===== src/rtl/mips_pkg.sv =====
// Shared encodings for the MIPS pipeline: ALU codes, opcode/funct values,
// operand-B source and destination selects, and the ID/EX control bundle.
package mips_pkg;

  localparam logic [3:0] ALU_AND = 4'b0000;
  localparam logic [3:0] ALU_OR  = 4'b0001;
  localparam logic [3:0] ALU_ADD = 4'b0010;
  localparam logic [3:0] ALU_SLL = 4'b0011;
  localparam logic [3:0] ALU_SUB = 4'b0110;
  localparam logic [3:0] ALU_SLT = 4'b0111;
  localparam logic [3:0] ALU_NOR = 4'b1100;

  localparam logic [5:0] OP_RTYPE = 6'h00;
  localparam logic [5:0] OP_BEQ   = 6'h04;
  localparam logic [5:0] OP_ADDI  = 6'h08;
  localparam logic [5:0] OP_SLTI  = 6'h0A;
  localparam logic [5:0] OP_ANDI  = 6'h0C;
  localparam logic [5:0] OP_ORI   = 6'h0D;
  localparam logic [5:0] OP_LW    = 6'h23;
  localparam logic [5:0] OP_SW    = 6'h2B;

  localparam logic [5:0] FN_SLL = 6'h00;
  localparam logic [5:0] FN_ADD = 6'h20;
  localparam logic [5:0] FN_SUB = 6'h22;
  localparam logic [5:0] FN_AND = 6'h24;
  localparam logic [5:0] FN_OR  = 6'h25;
  localparam logic [5:0] FN_NOR = 6'h27;
  localparam logic [5:0] FN_SLT = 6'h2A;

  typedef enum logic [1:0] {
    BSRC_REG  = 2'd0,
    BSRC_SIMM = 2'd1,
    BSRC_ZIMM = 2'd2
  } bsrc_e;

  typedef enum logic [1:0] {
    DEST_NONE = 2'd0,
    DEST_RD   = 2'd1,
    DEST_RT   = 2'd2
  } dest_sel_e;

  typedef struct packed {
    logic [3:0] alu_control;
    bsrc_e      b_src;
    logic       reg_write;
    logic       mem_read;
    logic       mem_write;
    logic       branch;
    logic       illegal;
    logic       shamt_en;
  } idex_ctrl_t;

  // Control bundle of an empty pipeline slot.
  function automatic idex_ctrl_t bubble_ctrl();
    idex_ctrl_t c;
    c             = '0;
    c.alu_control = ALU_ADD;
    c.b_src       = BSRC_REG;
    return c;
  endfunction

endpackage


===== src/rtl/alu_ctrl_decode.sv =====
// Combinational decode of opcode/funct into ALU code, operand-B source,
// destination select and downstream control bits.
module alu_ctrl_decode
  import mips_pkg::*;
(
  input  logic [5:0] opcode,
  input  logic [5:0] funct,
  output idex_ctrl_t ctrl,
  output dest_sel_e  dest_sel
);

  // Opcode/funct decode; unknown encodings become a non-writing ADD.
  always_comb begin
    ctrl     = bubble_ctrl();
    dest_sel = DEST_NONE;
    case (opcode)
      OP_RTYPE: begin
        dest_sel       = DEST_RD;
        ctrl.reg_write = 1'b1;
        ctrl.shamt_en  = 1'b1;
        case (funct)
          FN_ADD:  ctrl.alu_control = ALU_ADD;
          FN_SUB:  ctrl.alu_control = ALU_SUB;
          FN_AND:  ctrl.alu_control = ALU_AND;
          FN_OR:   ctrl.alu_control = ALU_OR;
          FN_NOR:  ctrl.alu_control = ALU_NOR;
          FN_SLT:  ctrl.alu_control = ALU_SLT;
          FN_SLL:  ctrl.alu_control = ALU_SLL;
          default: begin
            ctrl.alu_control = ALU_ADD;
            ctrl.reg_write   = 1'b0;
            ctrl.shamt_en    = 1'b0;
            ctrl.illegal     = 1'b1;
            dest_sel         = DEST_NONE;
          end
        endcase
      end
      OP_ADDI: begin
        ctrl.b_src     = BSRC_SIMM;
        ctrl.reg_write = 1'b1;
        dest_sel       = DEST_RT;
      end
      OP_SLTI: begin
        ctrl.alu_control = ALU_SLT;
        ctrl.b_src       = BSRC_SIMM;
        ctrl.reg_write   = 1'b1;
        dest_sel         = DEST_RT;
      end
      OP_ANDI: begin
        ctrl.alu_control = ALU_AND;
        ctrl.b_src       = BSRC_ZIMM;
        ctrl.reg_write   = 1'b1;
        dest_sel         = DEST_RT;
      end
      OP_ORI: begin
        ctrl.alu_control = ALU_OR;
        ctrl.b_src       = BSRC_ZIMM;
        ctrl.reg_write   = 1'b1;
        dest_sel         = DEST_RT;
      end
      OP_LW: begin
        ctrl.b_src     = BSRC_SIMM;
        ctrl.reg_write = 1'b1;
        ctrl.mem_read  = 1'b1;
        dest_sel       = DEST_RT;
      end
      OP_SW: begin
        ctrl.b_src     = BSRC_SIMM;
        ctrl.mem_write = 1'b1;
      end
      OP_BEQ: begin
        ctrl.alu_control = ALU_SUB;
        ctrl.b_src       = BSRC_SIMM;
        ctrl.branch      = 1'b1;
      end
      default: begin
        ctrl.illegal = 1'b1;
      end
    endcase
  end

endmodule


===== src/rtl/ex_operand_stage.sv =====
// ID/EX pipeline register with EX/MEM and MEM/WB operand forwarding that
// drives the EX-stage ALU inputs.
module ex_operand_stage
  import mips_pkg::*;
#(
  parameter int DW = 32,
  parameter int RW = 5
) (
  input  logic          clk,
  input  logic          rst,
  input  logic          stall,
  input  logic          flush,
  input  logic          id_valid,
  input  logic [31:0]   id_instr,
  input  logic [DW-1:0] id_rs_data,
  input  logic [DW-1:0] id_rt_data,
  input  logic          exm_reg_write,
  input  logic [RW-1:0] exm_rd,
  input  logic [DW-1:0] exm_result,
  input  logic          wb_reg_write,
  input  logic [RW-1:0] wb_rd,
  input  logic [DW-1:0] wb_data,
  output logic [DW-1:0] alu_a,
  output logic [DW-1:0] alu_b,
  output logic [3:0]    alu_control,
  output logic [4:0]    shamt,
  output logic          ex_valid,
  output logic [RW-1:0] ex_rd,
  output logic          ex_reg_write,
  output logic          ex_mem_read,
  output logic          ex_mem_write,
  output logic          ex_branch,
  output logic [DW-1:0] ex_store_data,
  output logic          ex_illegal
);

  localparam logic [RW-1:0] IDX_ZERO = {RW{1'b0}};

  idex_ctrl_t    dec_ctrl_s;
  dest_sel_e     dec_dest_s;
  idex_ctrl_t    nxt_ctrl_s;
  logic [RW-1:0] nxt_rd_s;
  logic [RW-1:0] nxt_rs_idx_s;
  logic [RW-1:0] nxt_rt_idx_s;
  logic [DW-1:0] nxt_rs_data_s;
  logic [DW-1:0] nxt_rt_data_s;
  logic [DW-1:0] nxt_imm_s;
  logic [4:0]    nxt_shamt_s;

  idex_ctrl_t    ctrl_r;
  logic          valid_r;
  logic [RW-1:0] rd_r;
  logic [RW-1:0] rs_idx_r;
  logic [RW-1:0] rt_idx_r;
  logic [DW-1:0] rs_data_r;
  logic [DW-1:0] rt_data_r;
  logic [DW-1:0] imm_r;
  logic [4:0]    shamt_r;

  logic [DW-1:0] fwd_rs_s;
  logic [DW-1:0] fwd_rt_s;

  alu_ctrl_decode u_decode (
    .opcode   (id_instr[31:26]),
    .funct    (id_instr[5:0]),
    .ctrl     (dec_ctrl_s),
    .dest_sel (dec_dest_s)
  );

  // Next ID/EX contents: decoded instruction, or a bubble when ID is empty.
  always_comb begin
    nxt_ctrl_s    = bubble_ctrl();
    nxt_rd_s      = IDX_ZERO;
    nxt_rs_idx_s  = IDX_ZERO;
    nxt_rt_idx_s  = IDX_ZERO;
    nxt_rs_data_s = {DW{1'b0}};
    nxt_rt_data_s = {DW{1'b0}};
    nxt_imm_s     = {DW{1'b0}};
    nxt_shamt_s   = 5'd0;
    if (id_valid) begin
      nxt_ctrl_s    = dec_ctrl_s;
      nxt_rs_idx_s  = id_instr[25:21];
      nxt_rt_idx_s  = id_instr[20:16];
      nxt_rs_data_s = id_rs_data;
      nxt_rt_data_s = id_rt_data;
      case (dec_dest_s)
        DEST_RD: nxt_rd_s = id_instr[15:11];
        DEST_RT: nxt_rd_s = id_instr[20:16];
        default: nxt_rd_s = IDX_ZERO;
      endcase
      // Writes to $0 are discarded, so the write is dropped at capture.
      if (nxt_rd_s == IDX_ZERO) begin
        nxt_ctrl_s.reg_write = 1'b0;
      end else begin
        nxt_ctrl_s.reg_write = dec_ctrl_s.reg_write;
      end
      case (dec_ctrl_s.b_src)
        BSRC_SIMM: nxt_imm_s = {{(DW-16){id_instr[15]}}, id_instr[15:0]};
        BSRC_ZIMM: nxt_imm_s = {{(DW-16){1'b0}}, id_instr[15:0]};
        default:   nxt_imm_s = {DW{1'b0}};
      endcase
      if (dec_ctrl_s.shamt_en) begin
        nxt_shamt_s = id_instr[10:6];
      end else begin
        nxt_shamt_s = 5'd0;
      end
    end else begin
      nxt_ctrl_s = bubble_ctrl();
    end
  end

  // Pipeline register: reset and flush share the bubble state; stall holds.
  always_ff @(posedge clk) begin
    if (rst || flush) begin
      ctrl_r    <= bubble_ctrl();
      valid_r   <= 1'b0;
      rd_r      <= IDX_ZERO;
      rs_idx_r  <= IDX_ZERO;
      rt_idx_r  <= IDX_ZERO;
      rs_data_r <= {DW{1'b0}};
      rt_data_r <= {DW{1'b0}};
      imm_r     <= {DW{1'b0}};
      shamt_r   <= 5'd0;
    end else if (!stall) begin
      ctrl_r    <= nxt_ctrl_s;
      valid_r   <= id_valid;
      rd_r      <= nxt_rd_s;
      rs_idx_r  <= nxt_rs_idx_s;
      rt_idx_r  <= nxt_rt_idx_s;
      rs_data_r <= nxt_rs_data_s;
      rt_data_r <= nxt_rt_data_s;
      imm_r     <= nxt_imm_s;
      shamt_r   <= nxt_shamt_s;
    end
  end

  // Operand forwarding; the younger EX/MEM result wins over MEM/WB.
  always_comb begin
    if (exm_reg_write && (exm_rd != IDX_ZERO) && (exm_rd == rs_idx_r)) begin
      fwd_rs_s = exm_result;
    end else if (wb_reg_write && (wb_rd != IDX_ZERO) && (wb_rd == rs_idx_r)) begin
      fwd_rs_s = wb_data;
    end else begin
      fwd_rs_s = rs_data_r;
    end
    if (exm_reg_write && (exm_rd != IDX_ZERO) && (exm_rd == rt_idx_r)) begin
      fwd_rt_s = exm_result;
    end else if (wb_reg_write && (wb_rd != IDX_ZERO) && (wb_rd == rt_idx_r)) begin
      fwd_rt_s = wb_data;
    end else begin
      fwd_rt_s = rt_data_r;
    end
  end

  // ALU operand select.
  always_comb begin
    alu_a         = fwd_rs_s;
    ex_store_data = fwd_rt_s;
    if (ctrl_r.b_src == BSRC_REG) begin
      alu_b = fwd_rt_s;
    end else begin
      alu_b = imm_r;
    end
  end

  assign alu_control  = ctrl_r.alu_control;
  assign shamt        = shamt_r;
  assign ex_valid     = valid_r;
  assign ex_rd        = rd_r;
  assign ex_reg_write = ctrl_r.reg_write;
  assign ex_mem_read  = ctrl_r.mem_read;
  assign ex_mem_write = ctrl_r.mem_write;
  assign ex_branch    = ctrl_r.branch;
  assign ex_illegal   = ctrl_r.illegal;

endmodule


===== config.mk =====
export PLATFORM = sky130hd
export DESIGN_NAME = ex_operand_stage
export DESIGN_NICKNAME = d
export VERILOG_FILES = /design/src/rtl/mips_pkg.sv /design/src/rtl/alu_ctrl_decode.sv /design/src/rtl/ex_operand_stage.sv
export SDC_FILE = /design/constraint.sdc
export NUM_CORES = 1
export LEC_CHECK = 0
export BUFFER_PORTS_ARGS = -buffer_cell sky130_fd_sc_hd__buf_4
export CAP_MARGIN = 40
export CORE_MARGIN = 8
export CORE_UTILIZATION = 25
export DETAILED_ROUTE_END_ITERATION = 7
export SETUP_SLACK_MARGIN = 0.05
export SYNTH_ARGS = -nofsm -noshare
export SYNTH_HDL_FRONTEND = slang
export SYNTH_SLANG_ARGS = --single-unit
export TNS_END_PERCENT = 1

===== constraint.sdc =====
create_clock -name clk -period 2.6 [get_ports clk]
set_input_delay 0.13 -clock clk [delete_from_list [all_inputs] [get_ports clk]]
set_output_delay 0.13 -clock clk [all_outputs]
set_load 0.02 [all_outputs]

---- Yosys cells after proc, flatten, opt, wreduce, memory -nomap -nowiden ----
Cells that the tools add are included.
cells by class
  eq/ne operators ......................... 21
  mux-type cells .......................... 31
  reduce and logical (&&, ||, !) cells .... 18
operators by type and width
  operator                                        count
  2-to-1 mux 32 bit                               8
  one-hot mux 32 bit (2 select lines)             1
  == test 6 bit (second input constant)           8
  2-to-1 mux 5 bit                                6
  == test 6 x 4 -> 1 bit (second input constant)  4
  one-hot mux 4 bit (6 select lines)              1
  == test 5 bit                                   4
  one-hot mux 4 bit (5 select lines)              1
  OR reduction 7 bit                              2
  zero test 6 bit                                 2
  2-to-1 mux 12 bit                               1
  one-hot mux 5 bit (2 select lines)              1
  nonzero test 5 bit                              2
  OR reduction 5 bit                              2
  one-hot mux 2 bit (2 select lines)              2
  2-to-1 mux 1 bit                                7
  == test 6 x 3 -> 1 bit (second input constant)  1
  logical AND 1 bit                               6
  zero test 5 bit                                 1
  == test 2 x 1 -> 1 bit (second input constant)  2
  == test 2 bit (second input constant)           2
  one-hot mux 1 bit (2 select lines)              2
  zero test 2 bit                                 1
  2-to-1 mux 2 bit                                1
  2 further kinds                                 2
word-level totals
  register bits ........................... 128
  input port bits ......................... 177
  output and inout port bits .............. 116
  word-level logic and storage cells ...... 85

---- Longest topological paths before layout ----
  word-level depth ........................ 10
  mapped depth ............................ 11
  depth with buffers taken out ............ 9

---- Hierarchy ----
From an unflattened synthesis, not the netlist that was laid out.
second synthesis, totals
  cells, all modules ...................... 831
  area, all modules ....................... 6391.1 um2
by module, submodules not included
  module            times used  cells each  area each (um2)  seq. area each (um2)
  ex_operand_stage  1           777         6093.3           2262.2
  alu_ctrl_decode   1           54          297.8            0.0

---- Worst setup path after synthesis ----
OpenSTA, ideal clock, no wires.
  path type ............................... input to register
  from .................................... in id_instr[26]
  to ...................................... reg imm_r[10]
  setup time .............................. 65 ps
  arrival time ............................ 2302 ps
  required time ........................... 2535 ps
  slack ................................... 233 ps
  stages .................................. 10
  buffers on the path ..................... 2
  cells stage by stage .................... clkbuf_1 > nand3_1 > or2_2 > a21oi_1 > inv_1 > ha_1 > nor3_1 > clkbuf_1 > a22oi_1 > nor2_1
between the ends
  cells in the longest elaborated chain, start to end .. 6
  elaborated cells on any way between the ends .. 14
  classes of those cells .................. eq/ne (9); mux (3); reduce/logical (2)
RTL lines
  item                                                                       RTL line                 RTL
  start: declaration                                                         ex_operand_stage.sv:14   input logic [31:0] id_instr,
  == test 6 x 4 -> 1 bit, or another cell as far along                       alu_ctrl_decode.sv:16    case (opcode)
  OR reduction 5 bit (no source line) or OR reduction 2 bit (tied branches)  n/a
  one-hot mux 2 bit (2 select lines) (*)                                     alu_ctrl_decode.sv:16
  == test 2 bit or == test 2 x 1 -> 1 bit (tied branches)                    ex_operand_stage.sv:97   case (dec_ctrl_s.b_src)
  one-hot mux 32 bit (2 select lines) (*)                                    ex_operand_stage.sv:97
  2-to-1 mux 32 bit (*)                                                      ex_operand_stage.sv:80   if (id_valid) begin
  end signal: assignment                                                     ex_operand_stage.sv:122  imm_r <= {DW{1'b0}};
  end signal: assignment                                                     ex_operand_stage.sv:132  imm_r <= nxt_imm_s;
  end: declaration                                                           ex_operand_stage.sv:57   logic [DW-1:0] imm_r;
Every way passes the cells marked *; elsewhere a longest branch is shown, timed or not.
A chain may end at the register's enable or synchronous reset.

---- Worst setup path after layout ----
  from .................................... reg rt_idx_r[1]
  to ...................................... out alu_b[4]
between the ends
  cells in the longest elaborated chain, start to end .. 5
  elaborated cells on any way between the ends .. 7
  classes of those cells .................. eq/ne (2); mux (3); reduce/logical (2)
RTL lines
  item                      RTL line                 RTL
  start: declaration        ex_operand_stage.sv:54   logic [RW-1:0] rt_idx_r;
  start signal: assignment  ex_operand_stage.sv:129  rt_idx_r <= nxt_rt_idx_s;
  == test 5 bit             ex_operand_stage.sv:148  end else if (wb_reg_write && (wb_rd != IDX_ZERO) && (wb_rd == rt_idx_r)) begin
  logical AND 1 bit         ex_operand_stage.sv:148
  2-to-1 mux 32 bit         ex_operand_stage.sv:148
  2-to-1 mux 32 bit (*)     ex_operand_stage.sv:146  if (exm_reg_write && (exm_rd != IDX_ZERO) && (exm_rd == rt_idx_r)) begin
  2-to-1 mux 32 bit (*)     ex_operand_stage.sv:159  if (ctrl_r.b_src == BSRC_REG) begin
  end: declaration          ex_operand_stage.sv:24   output logic [DW-1:0] alu_b,
Marks and branches as above.

==> results.py <==
metrics = {
    "run_status": {
        "status": "finished with violations",
        "violations": "setup timing",
    },
    "cts": {
        "clkTransAtPathRegs_ns": 0.06,
        "numCtsBuffers": 17,
        "insertion_delay_ns": 0.40,
        "cts_sinks": 113,
        "htree_levels": 4,
        "clockBufferDepth": 2,
        "ctsRootBufferMaster": "clkbuf_16",
        "cts_tree": "done",
    },
    "critical_path": {
        "max_stage_delay_ns": 0.63,
        "worst_setup_path_end_kind": "primary output",
        "crit_slowest_cell": "or4b_4",
        "crit_arrival_ns": 2.54,
        "worstPathMaxFanout": 8,
        "path_class": "reg -> out",
        "worstPathCellList": "xor2_4, or4b_4, clkbuf_16, o21ai_2, a31oi_2, mux2_2, buf_4",
        "crit_required_ns": 2.47,
        "cp-start-kind": "flop",
    },
    "synth": {
        "ys_seq_area_share_pct": 35.85,
        "ys_warn_count": 0,
        "synth-main-ff-cell": "dfxtp_1",
        "syn_area_um2": 6310,
        "ys_types": 50,
        "synth_area_leader_cell": "dfxtp_1",
        "syn_area_per_cell_um2": 7.947,
        "synth.area.top_cells": "dfxtp_1 (36%), a22oi_1 (12%), nor2_1 (8.9%), mux2i_1 (5.1%), a21oi_1 (3.6%)",
        "synthCells": 794,
        "synth-seq-cells": 113,
        "synthTopCellsByCount": "nor2_1 (150), dfxtp_1 (113), a22oi_1 (104)",
        "synth_edf_count": 0,
        "async_reset_ff_share_pct": 0,
        "syn_nets": 976,
        "yosysMostFrequentCell": "nor2_1",
        "synth_top_area_share_pct": 35.85,
    },
    "final_layout": {
        "nNetsFinal": 1325,
        "syn_to_final_growth_pct": 71.76,
        "drive_gt1_share_pct": 36.59,
        "stdcell_area_um2": 10840,
    },
    "power": {
        "irDropWorstVdd_mv": 0.3742,
        "p_sw_mw": 1.441,
        "clkPwrFrac_pct": 48.8,
        "sw_frac_of_total_pct": 26.66,
        "cellPowerDensity_nw_per_um2": 498.6,
        "p_leak_nw": 4.451,
        "combPwrFrac_pct": 18.4,
        "pwr-share-seq_pct": 32.8,
        "p_int_mw": 3.963,
    },
    "detailed_routing": {
        "viasPerCell": 5.079,
        "drt_iter0_drc": 472,
        "vias": 7552,
        "wl_per_cell_um": 20.15,
        "antenna_left": 0,
        "drc": 0,
        "first_pass_iters": 6,
        "finalWirelength_um": 29960,
    },
    "timing": {
        "slew_violations": 0,
        "fin_tns_setup_ns": -0.5670,
        "setup_viol": 15,
        "tightest_slew_ns": 0.6903,
        "max_freq_ghz": 0.3745,
        "fin_crit_ns": 2.671,
        "rsz0062_at_grt": "true",
        "hold_violations": 0,
        "period_share_pct": 102.7,
        "setup_ws_ns": -0.07054,
        "skew_ns": 0,
        "relSlewSlack_pct": 53.87,
    },
    "place": {
        "place_area_um2": 8937,
        "dp_hpwl_um": 20960,
        "portBuffers": 292,
        "gp_congestion": 0.8940,
    },
    "global_route": {
        "grt_use_total_pct": 18.61,
        "overflow": 0,
        "grt_max_degree": 115,
        "grt_first_pass_wirelength_um": 45320,
        "first_global_vias": 7718,
        "antenna_found_initial": 1,
    },
    "floorplanning": {
        "dieArea_um2": 30580,
        "io_pins": 293,
        "core_um2": 24960,
        "die_x_um": 174.9,
        "rows": 58,
        "start_util_pct": 25.28,
        "dieHeight_um": 174.9,
    },
    "job": {
        "cap_violations": 0,
    },
    "hold_path": {
        "hp-class": "in -> reg",
    },
}
worst max-delay path: cells and delay by family, from the launching register on:
kind	cells	cell delay [ns]
XOR/XNOR	1	0.16
AO/OA/AOI/OAI	2	0.29
AND/OR/NAND/NOR	1	0.63
flip-flops	1	0.37
buffers and inverters	2	0.38
multiplexers	1	0.30
logic make-up (layout without fill, tap and decap cells):
kind of cell               after synthesis  after routing  share of synthesized area, %
adders and majority gates                5              5                        0.9915
buffers and inverters                   84            446                         5.730
AOI/OAI and AO/OA                      257            257                         27.40
other                                    0              1                             0
DFF                                    113            113                         35.85
and+or+nand+nor                        267            267                         19.31
xor gates and xnor gates                20             20                         2.776
muxes                                   48             48                         7.932
flip-flops by register name, summed over array words and instances (netlist names), 2 cells and up:
signal       cells
rs_idx_r         5
alu_control      4
rt_idx_r         5
ex_rd            5
rs_data_r       32
ctrl_r           2
imm_r           17
shamt            5
rt_data_r       32
routing by layer:
metal	global-route usage (%)	part of all wire [%]	vias up
met3	5.547	7.3	32
li1	-	-	3614
met1	21.80	41	3582
met5	0	0	-
met4	5.899	1.6	0
met2	32.03	50	324
metrics by stage:
stage / utilization, % / worst slack (ns) / std cells / power [mW] / hold slack (ns)
floorplan: - / 0.2328 / 794 / 2.167 / 0.2741
global placement: 35.69 / 0.08891 / 1357 / 2.643 / 0.3590
detailed placement: 35.80 / 0.07052 / 1358 / 2.650 / 0.3674
CTS: 42.37 / -0.1161 / 1480 / 5.447 / 0.05712
global route: 43.41 / -0.1782 / 1487 / 5.622 / 0.07951
finish: 43.41 / -0.07054 / 1487 / 5.403 / 0.08922
cell usage in the layout (no fill, tap or decap), types with 5 or more instances in the layout:
cell           netlist  final
a22o_1               5      5
mux2i_1             32     32
dfxtp_1            113    107
a31oi_1             32     20
dlygate4sd3_1        0     90
o21ai_2              0     10
o21ai_1             11     11
a21o_1              17     17
nand3_1             36     36
nor2b_1              6      5
buf_6                1      5
nand2_1             10     10
a21oi_1             45     44
mux2_2              16     12
nor2_1             150    147
clkbuf_16            0     19
a22oi_1            104    104
buf_12               0     11
bufinv_16            0      5
a31oi_2              0     11
nor3_1              36     35
clkinv_4             0      5
o21ai_0             28     17
ha_1                 5      5
xnor2_1             13     12
buf_4                6    301
final cells by class:
cell class,instances,area (um^2)
fill,2462,14130
multi-input combinational,597,3960
timing repair buffer,410,3515
sequential,113,2275
clock buffer,17,425.4
tap,330,412.9
clock inverter,15,232.7
inverter,4,15.01
antenna,1,2.502
final timing paths:
path / from / cells after the start / slack (ns) / end
worst min-delay path: id_instr[31] / 4 / 0.09 / alu_control[2]
worst min register to register: ex_valid / 2 / 0.46 / ex_valid
worst max register to register: ex_illegal / 2 / 1.87 / ex_illegal
worst max-delay path: rt_idx_r[1] / 7 / -0.07 / alu_b[4]
power groups by stage:
stage,logic [mW],registers (mW),clock network [mW]
after floorplan,0.361,1.81,0
after global placement,0.834,1.81,0
after detailed placement,0.841,1.81,0
after CTS,0.966,1.77,2.71
after global routing,1.05,1.77,2.79
final,0.993,1.77,2.64
repair_timing:
item                                    in CTS  in global routing
hold endpoints to repair                    95                  0
hold buffers                                90                  0
gates cloned                                 0                  3
buffers inserted                             0                  3
endpoints found under the setup margin      59                 61
pin swaps                                    1                 19
resized for setup                           24                 42
Power figures use the tool's default switching activity.
